### config.mk
export PLATFORM = sky130hd
export DESIGN_NAME = csr_port_arbiter_flat
export DESIGN_NICKNAME = d
export VERILOG_FILES = /design/src/rtl/csr_port_arbiter_if.sv /design/src/rtl/csr_port_arbiter.sv /design/src/flat_wrapper.sv
export SDC_FILE = /design/constraint.sdc
export NUM_CORES = 1
export LEC_CHECK = 0
export CAP_MARGIN = 30
export CORE_MARGIN = 1.5
export CORE_UTILIZATION = 39
export CTS_BUF_LIST = sky130_fd_sc_hd__clkbuf_8
export CTS_CLUSTER_SIZE = 25
export DETAILED_ROUTE_END_ITERATION = 8
export PLACE_DENSITY_LB_ADDON = 0.2
export SLEW_MARGIN = 20
export SYNTH_ARGS = -nofsm -noshare
export SYNTH_HDL_FRONTEND = slang
export SYNTH_SLANG_ARGS = --single-unit
### constraint.sdc
create_clock -name clk -period 1.73 [get_ports clk]
set_clock_uncertainty 0.05 [all_clocks]
set_input_delay 0.2595 -clock clk [delete_from_list [all_inputs] [get_ports clk]]
set_output_delay 0.2595 -clock clk [all_outputs]
set_load 0.1 [all_outputs]
### src/rtl/csr_port_arbiter_if.sv
// Bundle of the three requester handshakes and the shared CSR register-file port.
// Handshake: each req is held high until its one-cycle done pulse; the requester drops req in that done cycle.
interface csr_port_arbiter_if;
  logic        sw_req;
  logic [13:0] sw_addr;
  logic [31:0] sw_wmask;
  logic [31:0] sw_wdata;
  logic        sw_done;
  logic [31:0] sw_rdata;

  logic        exc_req;
  logic [6:0]  exc_code;
  logic [31:0] exc_pc;
  logic [31:0] exc_badv;
  logic        exc_badv_valid;
  logic        exc_done;

  logic        ertn_req;
  logic        ertn_done;
  logic [31:0] ertn_era;

  logic        busy;
  logic [13:0] csr_addr;
  logic        csr_we;
  logic [31:0] csr_wmask;
  logic [31:0] csr_wdata;
  logic [31:0] csr_rdata;

  modport master (
    output sw_req, sw_addr, sw_wmask, sw_wdata,
    output exc_req, exc_code, exc_pc, exc_badv, exc_badv_valid,
    output ertn_req, csr_rdata,
    input  sw_done, sw_rdata, exc_done, ertn_done, ertn_era,
    input  busy, csr_addr, csr_we, csr_wmask, csr_wdata
  );

  modport slave (
    input  sw_req, sw_addr, sw_wmask, sw_wdata,
    input  exc_req, exc_code, exc_pc, exc_badv, exc_badv_valid,
    input  ertn_req, csr_rdata,
    output sw_done, sw_rdata, exc_done, ertn_done, ertn_era,
    output busy, csr_addr, csr_we, csr_wmask, csr_wdata
  );
endinterface

### src/rtl/csr_port_arbiter.sv
// Serialises software CSR queries, exception entry and ertn restore onto one CSR port.
// Every output is registered: each transition loads the port values for the state being entered.
module csr_port_arbiter (
  input  logic                      clk,
  input  logic                      rst,
  csr_port_arbiter_if.slave         bus,
  output logic [3:0]                o_dbg_state
);

  typedef enum logic [3:0] {
    IDLE      = 4'd0,
    SW        = 4'd1,
    EXC_RD    = 4'd2,
    EXC_PRMD  = 4'd3,
    EXC_CRMD  = 4'd4,
    EXC_ERA   = 4'd5,
    EXC_ESTAT = 4'd6,
    EXC_BADV  = 4'd7,
    ERTN_RD   = 4'd8,
    ERTN_CRMD = 4'd9,
    ERTN_ERA  = 4'd10,
    DONE      = 4'd11
  } state_t;

  localparam logic [13:0] CSR_CRMD  = 14'h0;
  localparam logic [13:0] CSR_PRMD  = 14'h1;
  localparam logic [13:0] CSR_ESTAT = 14'h5;
  localparam logic [13:0] CSR_ERA   = 14'h6;
  localparam logic [13:0] CSR_BADV  = 14'h7;

  localparam logic [31:0] MASK_PLV_IE = 32'h0000_0007;
  localparam logic [31:0] MASK_ALL    = 32'hFFFF_FFFF;
  localparam logic [31:0] MASK_ECODE  = 32'h007F_0000;

  state_t      r_state;
  logic [6:0]  r_exc_code;
  logic [31:0] r_exc_pc;
  logic [31:0] r_exc_badv;
  logic        r_exc_badv_valid;

  logic        r_sw_done;
  logic [31:0] r_sw_rdata;
  logic        r_exc_done;
  logic        r_ertn_done;
  logic [31:0] r_ertn_era;
  logic        r_busy;
  logic [13:0] r_csr_addr;
  logic        r_csr_we;
  logic [31:0] r_csr_wmask;
  logic [31:0] r_csr_wdata;

  always_ff @(posedge clk) begin
    if (rst) begin
      r_state          <= IDLE;
      r_exc_code       <= '0;
      r_exc_pc         <= '0;
      r_exc_badv       <= '0;
      r_exc_badv_valid <= 1'b0;
      r_sw_done        <= 1'b0;
      r_sw_rdata       <= '0;
      r_exc_done       <= 1'b0;
      r_ertn_done      <= 1'b0;
      r_ertn_era       <= '0;
      r_busy           <= 1'b0;
      r_csr_addr       <= '0;
      r_csr_we         <= 1'b0;
      r_csr_wmask      <= '0;
      r_csr_wdata      <= '0;
    end else begin
      // Idle port values and no pulses unless the entered state says otherwise.
      r_sw_done   <= 1'b0;
      r_exc_done  <= 1'b0;
      r_ertn_done <= 1'b0;
      r_csr_addr  <= '0;
      r_csr_we    <= 1'b0;
      r_csr_wmask <= '0;
      r_csr_wdata <= '0;

      case (r_state)
        IDLE: begin
          if (bus.exc_req) begin
            r_state          <= EXC_RD;
            r_busy           <= 1'b1;
            r_exc_code       <= bus.exc_code;
            r_exc_pc         <= bus.exc_pc;
            r_exc_badv       <= bus.exc_badv;
            r_exc_badv_valid <= bus.exc_badv_valid;
            r_csr_addr       <= CSR_CRMD;
          end else if (bus.ertn_req) begin
            r_state    <= ERTN_RD;
            r_busy     <= 1'b1;
            r_csr_addr <= CSR_PRMD;
          end else if (bus.sw_req) begin
            r_state     <= SW;
            r_busy      <= 1'b1;
            r_csr_addr  <= bus.sw_addr;
            r_csr_we    <= |bus.sw_wmask;
            r_csr_wmask <= bus.sw_wmask;
            r_csr_wdata <= bus.sw_wdata;
          end
        end
        SW: begin
          r_state    <= DONE;
          r_sw_rdata <= bus.csr_rdata;
          r_sw_done  <= 1'b1;
        end
        EXC_RD: begin
          // The saved CRMD PLV/IE bits are held in the write-data register itself.
          r_state     <= EXC_PRMD;
          r_csr_addr  <= CSR_PRMD;
          r_csr_we    <= 1'b1;
          r_csr_wmask <= MASK_PLV_IE;
          r_csr_wdata <= {29'd0, bus.csr_rdata[2:0]};
        end
        EXC_PRMD: begin
          r_state     <= EXC_CRMD;
          r_csr_addr  <= CSR_CRMD;
          r_csr_we    <= 1'b1;
          r_csr_wmask <= MASK_PLV_IE;
        end
        EXC_CRMD: begin
          r_state     <= EXC_ERA;
          r_csr_addr  <= CSR_ERA;
          r_csr_we    <= 1'b1;
          r_csr_wmask <= MASK_ALL;
          r_csr_wdata <= r_exc_pc;
        end
        EXC_ERA: begin
          r_state     <= EXC_ESTAT;
          r_csr_addr  <= CSR_ESTAT;
          r_csr_we    <= 1'b1;
          r_csr_wmask <= MASK_ECODE;
          r_csr_wdata <= {9'd0, r_exc_code[6], r_exc_code[5:0], 16'd0};
        end
        EXC_ESTAT: begin
          if (r_exc_badv_valid) begin
            r_state     <= EXC_BADV;
            r_csr_addr  <= CSR_BADV;
            r_csr_we    <= 1'b1;
            r_csr_wmask <= MASK_ALL;
            r_csr_wdata <= r_exc_badv;
          end else begin
            r_state    <= DONE;
            r_exc_done <= 1'b1;
          end
        end
        EXC_BADV: begin
          r_state    <= DONE;
          r_exc_done <= 1'b1;
        end
        ERTN_RD: begin
          r_state     <= ERTN_CRMD;
          r_csr_addr  <= CSR_CRMD;
          r_csr_we    <= 1'b1;
          r_csr_wmask <= MASK_PLV_IE;
          r_csr_wdata <= {29'd0, bus.csr_rdata[2:0]};
        end
        ERTN_CRMD: begin
          r_state    <= ERTN_ERA;
          r_csr_addr <= CSR_ERA;
        end
        ERTN_ERA: begin
          r_state     <= DONE;
          r_ertn_era  <= bus.csr_rdata;
          r_ertn_done <= 1'b1;
        end
        DONE: begin
          r_state <= IDLE;
          r_busy  <= 1'b0;
        end
        default: begin
          r_state <= IDLE;
          r_busy  <= 1'b0;
        end
      endcase
    end
  end

  assign bus.sw_done   = r_sw_done;
  assign bus.sw_rdata  = r_sw_rdata;
  assign bus.exc_done  = r_exc_done;
  assign bus.ertn_done = r_ertn_done;
  assign bus.ertn_era  = r_ertn_era;
  assign bus.busy      = r_busy;
  assign bus.csr_addr  = r_csr_addr;
  assign bus.csr_we    = r_csr_we;
  assign bus.csr_wmask = r_csr_wmask;
  assign bus.csr_wdata = r_csr_wdata;
  assign o_dbg_state   = r_state;

endmodule

### src/flat_wrapper.sv
// flat-port wrapper written by rule: the top's interface ports become plain ports
module csr_port_arbiter_flat 
  (clk, rst, o_dbg_state, bus_sw_req, bus_sw_addr, bus_sw_wmask, bus_sw_wdata, bus_exc_req, bus_exc_code, bus_exc_pc, bus_exc_badv, bus_exc_badv_valid, bus_ertn_req, bus_csr_rdata, bus_sw_done, bus_sw_rdata, bus_exc_done, bus_ertn_done, bus_ertn_era, bus_busy, bus_csr_addr, bus_csr_we, bus_csr_wmask, bus_csr_wdata);
  csr_port_arbiter_if bus_i ();
  input  logic clk;
  input  logic rst;
  output logic [3:0] o_dbg_state;
  input wire logic [$bits(bus_i.sw_req)-1:0] bus_sw_req;
  input wire logic [$bits(bus_i.sw_addr)-1:0] bus_sw_addr;
  input wire logic [$bits(bus_i.sw_wmask)-1:0] bus_sw_wmask;
  input wire logic [$bits(bus_i.sw_wdata)-1:0] bus_sw_wdata;
  input wire logic [$bits(bus_i.exc_req)-1:0] bus_exc_req;
  input wire logic [$bits(bus_i.exc_code)-1:0] bus_exc_code;
  input wire logic [$bits(bus_i.exc_pc)-1:0] bus_exc_pc;
  input wire logic [$bits(bus_i.exc_badv)-1:0] bus_exc_badv;
  input wire logic [$bits(bus_i.exc_badv_valid)-1:0] bus_exc_badv_valid;
  input wire logic [$bits(bus_i.ertn_req)-1:0] bus_ertn_req;
  input wire logic [$bits(bus_i.csr_rdata)-1:0] bus_csr_rdata;
  output wire logic [$bits(bus_i.sw_done)-1:0] bus_sw_done;
  output wire logic [$bits(bus_i.sw_rdata)-1:0] bus_sw_rdata;
  output wire logic [$bits(bus_i.exc_done)-1:0] bus_exc_done;
  output wire logic [$bits(bus_i.ertn_done)-1:0] bus_ertn_done;
  output wire logic [$bits(bus_i.ertn_era)-1:0] bus_ertn_era;
  output wire logic [$bits(bus_i.busy)-1:0] bus_busy;
  output wire logic [$bits(bus_i.csr_addr)-1:0] bus_csr_addr;
  output wire logic [$bits(bus_i.csr_we)-1:0] bus_csr_we;
  output wire logic [$bits(bus_i.csr_wmask)-1:0] bus_csr_wmask;
  output wire logic [$bits(bus_i.csr_wdata)-1:0] bus_csr_wdata;
  assign bus_i.sw_req = bus_sw_req;
  assign bus_i.sw_addr = bus_sw_addr;
  assign bus_i.sw_wmask = bus_sw_wmask;
  assign bus_i.sw_wdata = bus_sw_wdata;
  assign bus_i.exc_req = bus_exc_req;
  assign bus_i.exc_code = bus_exc_code;
  assign bus_i.exc_pc = bus_exc_pc;
  assign bus_i.exc_badv = bus_exc_badv;
  assign bus_i.exc_badv_valid = bus_exc_badv_valid;
  assign bus_i.ertn_req = bus_ertn_req;
  assign bus_i.csr_rdata = bus_csr_rdata;
  assign bus_sw_done = bus_i.sw_done;
  assign bus_sw_rdata = bus_i.sw_rdata;
  assign bus_exc_done = bus_i.exc_done;
  assign bus_ertn_done = bus_i.ertn_done;
  assign bus_ertn_era = bus_i.ertn_era;
  assign bus_busy = bus_i.busy;
  assign bus_csr_addr = bus_i.csr_addr;
  assign bus_csr_we = bus_i.csr_we;
  assign bus_csr_wmask = bus_i.csr_wmask;
  assign bus_csr_wdata = bus_i.csr_wdata;
  csr_port_arbiter u_core (.clk(clk), .rst(rst), .bus(bus_i), .o_dbg_state(o_dbg_state));
endmodule
== After elaboration in Yosys (flattened, before gate mapping) ==
Cells that the tools add are included.
Widths: inputs -> output; s select.

* Add/subtract/negate cells: 0
* $mul: 0
* Div/mod/pow operators: 0
* Magnitude comparators: 0
* Equal/unequal tests: 11
* Shift operators: 0
* Muxes and demuxes: 33
* Bitwise gates (word level): 1
* Reduce and logical (&&, ||, !) cells: 10

{| class="wikitable"
|+ Operators by type and width
! operator !! count
|-
| $pmux 32 s5 || 2
|-
| $mux 32 || 8
|-
| $pmux 14 s5 || 1
|-
| $mux 14 || 3
|-
| $pmux 4 s9 || 1
|-
| $reduce_or 32->1 || 1
|-
| $eq 4x3->1 const B || 4
|-
| $mux 4 || 4
|-
| $eq 4x4->1 const B || 3
|-
| $mux 1 || 10
|-
| $reduce_or 10->1 || 1
|-
| $eq 4x2->1 const B || 2
|-
| $reduce_or 3->1 || 2
|-
| $reduce_or 5->1 || 1
|-
| $eq 4x1->1 const B || 1
|-
| $logic_not 4->1 || 1
|-
| $ne 4x4->1 const B || 1
|-
| $pmux 1 s2 || 2
|-
| $reduce_and 2->1 || 2
|-
| $reduce_or 2->1 || 2
|-
| $mux 3 || 1
|-
| $pmux 1 s3 || 1
|-
| $not 1->1 || 1
|}

* Register bits after elaboration: 223
* Bits in latches: 0
* Bits in writable memories: 0
* Memory bits (read-only): 0
* Bits of input ports: 187
* Output and inout port bits: 151
* Word-level logic and storage cells: 70
* Memories kept: 0

== Logic depth before layout (Yosys ltp) ==
* Depth in word-level cells: 5
* Gate-level depth with buffers: 7
* Gate-level depth less buffers: 4

== Least setup slack after synthesis ==
Ideal clock, no wire load.

* Kind: reg-to-reg
* From: register u_core.r_state[3] (netlist: u_core.o_dbg_state[3])
* To: register u_core.r_csr_wdata[28] (netlist: u_core.bus.csr_wdata[28])
* Library setup time: 0.128 ns
* Arrival time: 2.268 ns
* Data required time: 1.552 ns
* Setup slack: -0.715 ns
* Stages on the path, launching flop included: 8
* Buffers on the path: 3
* Clock period less this slack: 2.445 ns
* Path through: dfxtp_1 -> nand2b_1 -> clkbuf_1 -> nor3_1 -> clkbuf_1 -> clkbuf_1 -> a222oi_1 -> nor2_1

* Cells in the longest elaborated chain, start to end: 3
* Elaborated cells on any way between the ends: 8
* Classes of those cells: eq/ne: 5; mux: 1; reduce/logical: 2

{| class="wikitable"
|+ Ends and longest elaborated chain
! element !! RTL line !! source
|-
| start: declaration || csr_port_arbiter.sv:35 || <nowiki>state_t r_state;</nowiki>
|-
| start signal: assignment || csr_port_arbiter.sv:54 || <nowiki>r_state <= IDLE;</nowiki>
|-
| start signal: assignment || csr_port_arbiter.sv:82 || <nowiki>r_state <= EXC_RD;</nowiki>
|-
| start signal: assignment || csr_port_arbiter.sv:90 || <nowiki>r_state <= ERTN_RD;</nowiki>
|-
| $eq 4x2->1 / $eq 4x4->1 (equally long branches) || csr_port_arbiter.sv:79 || <nowiki>case (r_state)</nowiki>
|-
| $reduce_or 2->1 (no source line) || -- ||
|-
| $pmux 32 s5 (*) || csr_port_arbiter.sv:79 ||
|-
| end signal: assignment || csr_port_arbiter.sv:99 || <nowiki>r_csr_wdata <= bus.sw_wdata;</nowiki>
|-
| end signal: assignment || csr_port_arbiter.sv:113 || <nowiki>r_csr_wdata <= {29'd0, bus.csr_rdata[2:0]};</nowiki>
|-
| end signal: assignment || csr_port_arbiter.sv:126 || <nowiki>r_csr_wdata <= r_exc_pc;</nowiki>
|-
| end: declaration || csr_port_arbiter.sv:50 || <nowiki>logic [31:0] r_csr_wdata;</nowiki>
|}

Every way passes the cells marked *; elsewhere a longest branch is shown, timed or not.
A chain may end at the register's enable or synchronous reset.

== Worst setup path in the final report ==
* From: register u_core.r_state[1] (netlist: u_core.o_dbg_state[1])
* To: register u_core.r_csr_we (netlist: u_core.bus.csr_we)

* Cells in the longest elaborated chain, start to end: 3
* Elaborated cells on any way between the ends: 9
* Classes of those cells: eq/ne: 6; mux: 1; reduce/logical: 2

{| class="wikitable"
|+ Ends and longest elaborated chain
! element !! RTL line !! source
|-
| $eq 4x2->1, or another cell as far along || csr_port_arbiter.sv:79 ||
|-
| $reduce_or 5->1 (no source line) || -- ||
|-
| $pmux 1 s3 (*) || csr_port_arbiter.sv:79 ||
|-
| end signal: assignment || csr_port_arbiter.sv:97 || <nowiki>r_csr_we <= |bus.sw_wmask;</nowiki>
|-
| end: declaration || csr_port_arbiter.sv:48 || <nowiki>logic r_csr_we;</nowiki>
|}

Marks and branches as above.

==> summary.md <==
| Metric | Value |
|---|---|
| Status | `finished, violations left` |
| Failing checks | `setup timing` |
| RSZ-0062 raised after global routing | `yes` |
| Num CTS Buffers | `37` |
| Clk sinks | `223` |
| MaxCap Viol Count | `0` |
| Req. time, crit path | `2.12 ns` |
| FFs w/ async S/R, synth | `0%` |
| First-pass GRT wire length | `42.39 mm` |
| Slew Limit Headroom | `61.75%` |
| Power per cell area | `1437 nW/um^2` |
| Synth area leader | `dfxtp_1` |
| EDFF count, synth | `0` |
| Drt total wl | `28.06 mm` |
| Starting DRT DRC Count | `518` |
| Share of layout cells above drive strength 1 | `22.98%` |
| Vias | `8180` |
| Yosys reg bits | `223` |
| Post-Syn Area | `7901 um^2` |
| FP Rows | `51` |
| Area Growth Syn to Fin | `83.90%` |
| Slowest CP cell | `or4_4` |
| Max Fclk | `0.5287 GHz` |
| Initial antenna violation count | `3` |
| Cell chain of the critical path | `or4_4 > nor4b_4 > buf_4 > buf_8 > clkbuf_16 > o21ai_2 > a21oi_1` |
| Leak Pwr | `5.392 nW` |
| Vias in the first global route | `7960` |
| I/O Buffers | `337` |
| Worst slew pin tran | `0.5720 ns` |
| Top delay family on crit path | `simple AND/OR/NAND/NOR gates` |
| Maximum VDD drop | `0.0006663 V` |
| Die width | `145.3 um` |
| IO Count | `338` |
| CP arrival | `2.28 ns` |
| Hold Crit Class | `input port to flip-flop` |
| Global route total overflow | `0` |
| Worst path bufs/invs | `3` |
| Syn nets | `1140` |
| YS warnings | `0` |
| Fill cells | `1430` |
| Sequential fraction of the synthesis area | `56.50%` |
| Clock Root Buffer | `clkbuf_8` |
| DR vias/cell | `5.103` |
| Top_reg_cell synth | `dfxtp_1` |
| CORE AREA | `19650 um^2` |
| Drt drc | `0` |
| Hpwl dp | `18.66 mm` |
| Setup TNS | `-7.309 ns` |
| Top-area cell type share of the netlist area | `56.50%` |
| Top cells by area, synth | `dfxtp_1 57%, nand2_1 15%, a21oi_1 12%` |
| Clk buf depth | `3` |
| Wire length per cell | `17.51 um` |
| Area of the multi-input gates | `3301 um^2` |
| Synthesized area per cell | `8.291 um^2` |
| DIE HEIGHT | `145.3 um` |
| Final hold violations | `0` |
| Fin crit share | `109.3%` |
| CP peak stage delay | `0.55 ns` |
| Clk Latency, worst-skew pair | `0.53 ns` |
| Pin count of the biggest net entering global routing | `60` |
| GPL Wtd Cong | `0.8412` |
| Final #Nets | `1502` |
| Die area | `21120 um^2` |
| Top cells by count, synth | `321 x nand2_1, 223 x dfxtp_1, 186 x a21oi_1, 63 x clkbuf_1, 33 x nor2_1` |
| Crit-path max FO | `5` |
| Clock H-tree levels | `2` |
| Drt first pass iters | `6` |
| Worst setup margin | `-0.1614 ns` |
| R2R Setup Slk | `-0.16 ns` |
| Post-route ant nets | `0` |
| Synth unique cells | `43` |
| Kind of critical path | `flip-flop to flip-flop` |
| Initial Utilization | `40.20%` |
| Max-slew violations | `0` |
| Type of destination of the critical path | `flip-flop` |
| Worst Setup Start Kind | `flip-flop` |
| Core Util, Final | `73.93%` |
| Sequential cell area | `4479 um^2` |
| Cell with the most instances after synthesis | `nand2_1` |
| Cell count after synthesis | `953` |
| Final setup violation count | `78` |
| Total GRT Usage | `24.84%` |
| Clock slew at reported path FFs | `0.06 ns` |
| Minimum clock period | `1.891 ns` |
| CTS tree | `yes` |
[cells by family after synthesis]
kind of cell,share of synthesized area [%]
flops,56.50
compound gates,17.81
xor+xnor,0.2217
buf+inv,4.038
simple gates,21.16
mux,0.2692
[worst paths after layout]
kind / start / to / cells past startpoint
worst max-delay path: u_core.o_dbg_state[1]$_SDFFE_PP0P_ / u_core.bus.csr_we$_SDFF_PP0_ / 7
worst max register to register: u_core.o_dbg_state[1]$_SDFFE_PP0P_ / u_core.bus.csr_we$_SDFF_PP0_ / 7
worst min register to register: u_core.r_exc_badv[19]$_SDFFE_PP0P_ / u_core.r_exc_badv[19]$_SDFFE_PP0P_ / 2
worst min-delay path: bus_exc_badv[31] / u_core.r_exc_badv[31]$_SDFFE_PP0P_ / 3
[stage by stage]
| step | setup slack [ns] | hold slack [ns] | cell area, um^2 | power, W | cells |
|---|---|---|---|---|---|
| after floorplan | -0.2651 | 0.3368 | 7970 | 0.01203 | 953 |
| after CTS | -0.1248 | 0.2119 | 14220 | 0.02043 | 1592 |
| final | -0.1614 | 0.2255 | 14530 | 0.02087 | 1603 |
| after detailed placement | -0.2003 | 0.3960 | 13440 | 0.01589 | 1528 |
| after global placement | -0.1845 | 0.3916 | 13440 | 0.01577 | 1528 |
| after global routing | -0.2551 | 0.2221 | 14530 | 0.02175 | 1603 |
[cells in the final DEF (no fill, tap or decap), types with 5 or more instances in the layout]
master,netlist,routed
clkbuf_16,0,6
clkbuf_8,0,47
a21oi_2,0,12
nand2_4,0,5
nor2_1,33,32
a21oi_1,186,174
and2_1,12,10
a222oi_1,29,29
nor4_1,10,9
nand2_1,321,310
nand2b_1,9,8
nand2_2,0,6
dfxtp_1,223,219
inv_1,4,13
buf_12,0,167
clkdlybuf4s50_1,0,185
buf_4,3,35
[state kept, by name, indices dropped and copies added (netlist names)]
name	cells
u_core.bus.ertn_era	32
u_core.bus.ertn_done	1
u_core.r_exc_badv_valid	1
u_core.bus.sw_rdata	32
u_core.r_exc_code	7
u_core.r_exc_badv	32
u_core.bus.sw_done	1
u_core.r_exc_pc	32
u_core.bus.csr_addr	14
u_core.bus.csr_wmask	32
u_core.bus.csr_we	1
u_core.bus.csr_wdata	32
u_core.bus.busy	1
u_core.bus.exc_done	1
u_core.o_dbg_state	4
[cell type report]
class | instances | share of cell area [%]
repair buffers | 399 | 39.21
well taps | 265 | 2.282
clock inverters | 13 | 0.3703
clock buffers | 47 | 4.452
multi-input cells | 650 | 22.72
inverters | 4 | 0.1033
diodes | 2 | 0.03444
flip-flops and latches | 223 | 30.83
[layer usage]
layer | GRT usage (%) | wire length, um | vias to the layer above
met1 | 28.65 | 10720 | 3811
met3 | 7.868 | 2365 | 70
met5 | 0 | 12 | -
li1 | - | - | 3946
met2 | 42.62 | 14010 | 351
met4 | 10.10 | 954 | 2
[report_power, final]
part	internal, W	switching (W)	total (W)	leakage, nW
Clock	0.00242	0.00205	0.00447	0.402
Combinational	0.00376	0.00609	0.00985	3.18
Sequential	0.00595	0.000604	0.00655	1.81
[worst min-delay path: cells and delay by family]
family / cells / cell delay (ns)
simple gates: 1 / 0.05
compound gates: 1 / 0.05
buf+inv: 1 / 0.39
[timing repair]
item | in CTS | in global routing
endpoints found under the hold margin | 3 | 0
setup endpoints to repair | 87 | 150
hold buffers | 1 | 0
buffers inserted | 3 | 2
resized for setup | 11 | 36
pin swaps | 6 | 10
gates cloned | 2 | 7
No activity file was read; power rests on OpenSTA's default activity.
